--- src/rtl/alu_issue_arb.sv ---
// -----------------------------------------------------------------------------
// alu_issue_arb
//
// Purpose:
//   Shares NUM_FU ALU function units among NUM_REQ ready reservation-station
//   entries. Each cycle up to NUM_FU requesters are paired with free FUs. The
//   requester scan starts at a round-robin pointer, and free FUs are taken in
//   ascending index. A per-FU busy flag is held from issue until the FU reports
//   completion, or until a pipeline squash.
//
// Configuration macro:
//   ALU_ARB_DONE_BYPASS_EN - when defined, a busy FU that asserts fu_done counts
//                            as free in that same cycle and can be re-issued.
//                            When undefined, an FU freed by fu_done can only be
//                            granted from the next cycle.
//
// Ports:
//   clock           in   1              system clock, all state on posedge
//   reset           in   1              asynchronous active-high reset
//   req             in   NUM_REQ        bit i: RS entry i has an ALU op ready
//   squash          in   1              flush; kills all in-flight FU ops
//   fu_done         in   NUM_FU         bit k: FU k produced its result
//   req_grant       out  NUM_REQ        bit i: entry i issued this cycle
//   fu_issue_valid  out  NUM_FU         bit k: FU k receives a new op
//   fu_issue_idx    out  NUM_FU*REQ_W   slice k: requester index sent to FU k
//   fu_busy         out  NUM_FU         registered busy flags
// -----------------------------------------------------------------------------
module alu_issue_arb #(
  parameter  int NUM_REQ = 4,
  parameter  int NUM_FU  = 2,
  localparam int REQ_W   = $clog2(NUM_REQ)
) (
  input  logic                    clock,
  input  logic                    reset,
  input  logic [NUM_REQ-1:0]      req,
  input  logic                    squash,
  input  logic [NUM_FU-1:0]       fu_done,
  output logic [NUM_REQ-1:0]      req_grant,
  output logic [NUM_FU-1:0]       fu_issue_valid,
  output logic [NUM_FU*REQ_W-1:0] fu_issue_idx,
  output logic [NUM_FU-1:0]       fu_busy
);

  logic [NUM_FU-1:0] busy_q, busy_d;
  logic [REQ_W-1:0]  rr_ptr_q, rr_ptr_d;

  logic [NUM_FU-1:0] fu_free;
  logic [NUM_FU-1:0] fu_avail;
  logic [REQ_W-1:0]  cand;
  logic [REQ_W-1:0]  last_idx;
  logic              any_grant;
  logic              placed;
  int                scan;
  int                nxt_ptr;

`ifdef ALU_ARB_DONE_BYPASS_EN
  // A completing FU can accept a new op in the same cycle.
  assign fu_free = ~busy_q | (busy_q & fu_done);
`else
  assign fu_free = ~busy_q;
`endif

  // Allocation: walk requesters from rr_ptr with wrap-around. Each active
  // requester takes the lowest-indexed FU still available. This pairs the j-th
  // active requester with the j-th free FU and stops naturally once either
  // list runs out.
  always_comb begin
    // NOTE: every output of this block gets a default before any condition,
    // so no path leaves a value held and no latch is inferred.
    req_grant      = '0;
    fu_issue_valid = '0;
    fu_issue_idx   = '0;
    fu_avail       = fu_free;
    any_grant      = 1'b0;
    last_idx       = rr_ptr_q;
    cand           = '0;
    placed         = 1'b0;
    scan           = 0;
    if (!reset && !squash) begin
      for (int j = 0; j < NUM_REQ; j++) begin
        // NOTE: blocking assignments are used here on purpose. Each loop
        // iteration must see fu_avail as updated by the earlier iterations.
        scan = int'(rr_ptr_q) + j;
        if (scan >= NUM_REQ) scan = scan - NUM_REQ;
        cand   = REQ_W'(scan);
        placed = 1'b0;
        if (req[cand]) begin
          for (int k = 0; k < NUM_FU; k++) begin
            if (!placed && fu_avail[k]) begin
              placed                         = 1'b1;
              fu_avail[k]                    = 1'b0;
              fu_issue_valid[k]              = 1'b1;
              fu_issue_idx[k*REQ_W +: REQ_W] = cand;
              req_grant[cand]                = 1'b1;
              last_idx                       = cand;
              any_grant                      = 1'b1;
            end
          end
        end
      end
    end
  end

  // Busy next state. Squash clears all flags. An issue sets the flag even if
  // fu_done is asserted in the same cycle, because the new op is now in flight.
  // fu_done on an idle FU clears a bit that is already 0, so it has no effect.
  always_comb begin
    busy_d = busy_q;
    for (int k = 0; k < NUM_FU; k++) begin
      if (squash)                 busy_d[k] = 1'b0;
      else if (fu_issue_valid[k]) busy_d[k] = 1'b1;
      else if (fu_done[k])        busy_d[k] = 1'b0;
    end
  end

  // The pointer moves to the entry after the last one granted in scan order.
  // It holds when nothing is granted, and also during a squash.
  always_comb begin
    rr_ptr_d = rr_ptr_q;
    nxt_ptr  = int'(last_idx) + 1;
    if (nxt_ptr >= NUM_REQ) nxt_ptr = 0;
    if (!squash && any_grant) rr_ptr_d = REQ_W'(nxt_ptr);
  end

  always_ff @(posedge clock or posedge reset) begin
    // NOTE: sequential state uses non-blocking assignments only, so every
    // flop samples values from before the clock edge.
    if (reset) begin
      busy_q   <= '0;
      rr_ptr_q <= '0;
    end else begin
      busy_q   <= busy_d;
      rr_ptr_q <= rr_ptr_d;
    end
  end

  assign fu_busy = busy_q;

endmodule

--- config.mk ---
export PLATFORM = sky130hd
export DESIGN_NAME = alu_issue_arb
export DESIGN_NICKNAME = d
export VERILOG_FILES = /design/src/rtl/alu_issue_arb.sv
export SDC_FILE = /design/constraint.sdc
export NUM_CORES = 1
export LEC_CHECK = 0
export ABC_AREA = 1
export CORE_MARGIN = 5
export CORE_UTILIZATION = 51
export CTS_CLUSTER_SIZE = 14
export DETAILED_ROUTE_END_ITERATION = 6
export GPL_ROUTABILITY_DRIVEN = 1
export GPL_TIMING_DRIVEN = 0
export PLACE_DENSITY = 0.88
export SYNTH_ARGS = -nofsm -noshare
export SYNTH_HDL_FRONTEND = slang
export SYNTH_SLANG_ARGS = --single-unit
--- constraint.sdc ---
create_clock -name clock -period 3.39 [get_ports clock]
set_input_delay 0.678 -clock clock [delete_from_list [all_inputs] [get_ports clock]]
set_output_delay 0.678 -clock clock [all_outputs]
set_load 0.05 [all_outputs]
==> results.py <==
metrics = {
    "logic_synthesis": {
        "synth_cell_type_count": 30,
        "synth_most_common_cell": "nand2_1",
        "synth_top_area_share_pct": 13.04,
        "ys.warnings.count": 0,
        "synth_edf_count": 0,
        "synth_seq_cells": 4,
        "syn_avg_cell_area_um2": 6.272,
        "yosys.area.top_type": "nand2_1",
        "synth_nets": 173,
        "synth_area_leaders": "nand2_1, nand3_1, dfrtp_1",
        "synthesis.area_um2": 978.4,
        "ys_top_cells_by_count": "nand2_1, inv_1, nand3_1",
        "seq_area_frac_synth_pct": 10.23,
        "async_flop_share_pct": 100.0,
        "syn_inst": 156,
        "synth_top_flop_cell": "dfrtp_1",
    },
    "route": {
        "antenna_left": 0,
        "drtPass1Iterations": 5,
        "routed_wl_um": 3162,
        "drt-vias-per-instance": 5.685,
        "wl_per_cell_um": 14.85,
        "drc": 0,
        "first_iter_violations": 86,
        "num_vias": 1211,
    },
    "final_layout": {
        "area_growth_syn_to_layout_pct": 38.62,
        "fin_area_um2": 1356,
        "nets": 207,
        "antenna_cells": 0,
        "drive_above_1_share_pct": 33.51,
    },
    "setup_path": {
        "end_kind": "output port",
        "path_cells": "clkdlybuf4s50_1 > inv_1 > nand2_2 > nand3_4 > nand3_4 > nand2_4 > inv_2 > nor2_4 > nand2_1 > nand2_2 > nand2_4 > inv_4 > nand2_1 > a31oi_1 > buf_4",
        "path_buf_inv": 5,
        "slowest_delay_ns": 0.43,
        "crit_required_ns": 2.71,
        "critical_path.max_fanout": 4,
        "startpoint_type": "input port",
        "slowest_stage": "clkdlybuf4s50_1",
        "critical_path_class": "in -> out",
        "cp.arrival_ns": 2.62,
        "crit_family": "simple AND/OR/NAND/NOR gates",
    },
    "clock_network": {
        "cts-root-buf": "clkbuf_4",
        "cts.path.max_buffers": 2,
        "cts_buffers": 3,
        "cts_tree": "built",
        "clk_latency_ns": 0.25,
        "htree_num_levels": 1,
        "clkSinkCount": 4,
        "clk_pin_slew_ns": 0.04,
    },
    "placement": {
        "placed_area_um2": 1210,
        "hpwl_um": 2147,
        "gp_routability_congestion": 0.9719,
        "port_buffers": 20,
    },
    "floorplan": {
        "die_h_um": 53.80,
        "floorplan.initialDensity_pct": 54.88,
        "die_w_um": 53.80,
        "ioPinCount": 21,
        "core_area_um2": 1783,
        "die-area_um2": 2894,
        "rows": 15,
    },
    "timing": {
        "period_share_pct": 97.20,
        "setup_viol": 0,
        "setup_tns_ns": 0,
        "hold_violations": 0,
        "period_needed_ns": 3.295,
        "relSlewSlack_pct": 66.11,
        "maxSlewViolCount": 0,
        "fin_skew_ns": 0.003714,
        "fmax_mhz": 303.5,
        "tightest_slew_ns": 0.5067,
    },
    "hold_path": {
        "hold_path_class": "in -> async",
    },
    "global_routing": {
        "grt_use_total_pct": 22.23,
        "grt_pass1_vias": 1017,
        "grt_pass1_wl_um": 4705,
        "antenna_found_initial": 0,
        "grt_max_degree": 12,
        "grt_overflow": 0,
    },
    "job": {
        "cap_violations": 0,
    },
    "status": {
        "status": "complete, no violations",
    },
}
## final timing paths
check	start	endpoint	slack, ns	cells past startpoint
setup / recovery	req[2]	req_grant[0]	0.09	15
hold / removal	reset	fu_busy[0]$_DFFE_PP0P_	0.69	2
setup reg to reg	rr_ptr_q[0]$_DFFE_PP0P_	rr_ptr_q[1]$_DFFE_PP0P_	1.05	19
hold reg to reg	fu_busy[1]$_DFFE_PP0P_	fu_busy[1]$_DFFE_PP0P_	0.74	2
max in group asynchronous	reset	rr_ptr_q[0]$_DFFE_PP0P_	2.52	2
min in group clock	fu_busy[1]$_DFFE_PP0P_	fu_busy[1]$_DFFE_PP0P_	0.74	2
## what timing repair did
action,4_1_cts,5_1_grt
pin swaps,0,8
setup endpoints to repair,10,10
gates resized for setup,52,27
hold buffers,0,0
buffers inserted,1,8
## per-layer routing
layer | share of wire [%] | GRT usage (%) | vias to the layer above
met4 | 2.6 | 8.085 | 0
met1 | 40 | 28.79 | 548
met5 | 0 | 0 | -
met3 | 7.2 | 4.986 | 13
li1 | - | - | 590
met2 | 50 | 35.69 | 60
## area by class of cell
| type | instances | area, µm² |
|---|---|---|
| sequential | 4 | 102.6 |
| timing repair buffer | 29 | 241.5 |
| buffer | 2 | 20.02 |
| inverter | 29 | 123.9 |
| clock buffer | 3 | 22.52 |
| multi-input combinational | 121 | 814.5 |
| fill | 141 | 426.7 |
| tap | 25 | 31.28 |
## registers in the layout, summed over array words and instances, names as in the netlist
| signal | flops |
|---|---|
| fu_busy | 2 |
| rr_ptr_q | 2 |
## through the flow
step / hold slack [ns] / utilization, % / instances / setup slack [ns]
floorplan: 0.4441 / - / 156 / 0.01841
global placement: 0.6984 / 67.86 / 201 / -0.4855
detailed placement: 0.7018 / 67.86 / 201 / -0.5625
CTS: 0.6783 / 68.35 / 205 / 0.006978
global route: 0.6793 / 76.07 / 213 / -0.02170
finish: 0.6858 / 76.07 / 213 / 0.09489
## cells by family after synthesis
| logic type | synth area share (%) |
|---|---|
| simple gates | 46.04 |
| buf+inv | 13.55 |
| compound gates | 19.95 |
| fa+ha+maj | 10.23 |
| flops | 10.23 |
## cells in the final DEF (no fill, tap or decap), types with 2 or more instances in the layout
master            n
clkdlybuf4s50_1   9
nor2_1            5
inv_4             3
dfrtp_1           2
a21oi_1           3
dfrtp_2           2
nand2_4           7
a32oi_1           4
o211ai_1          3
nand2_1          31
o21ai_0           6
inv_1            22
inv_2             3
nor2_2            3
a31oi_1           5
buf_4            12
o21ai_2           3
nand3_4           3
nand3_1          21
ha_1              7
nand2_2           8
clkbuf_4          7
buf_2             3
Power is left out: the tool's default activity adds up to more than one toggle a clock period on the data nets, which glitch-free logic cannot reach.
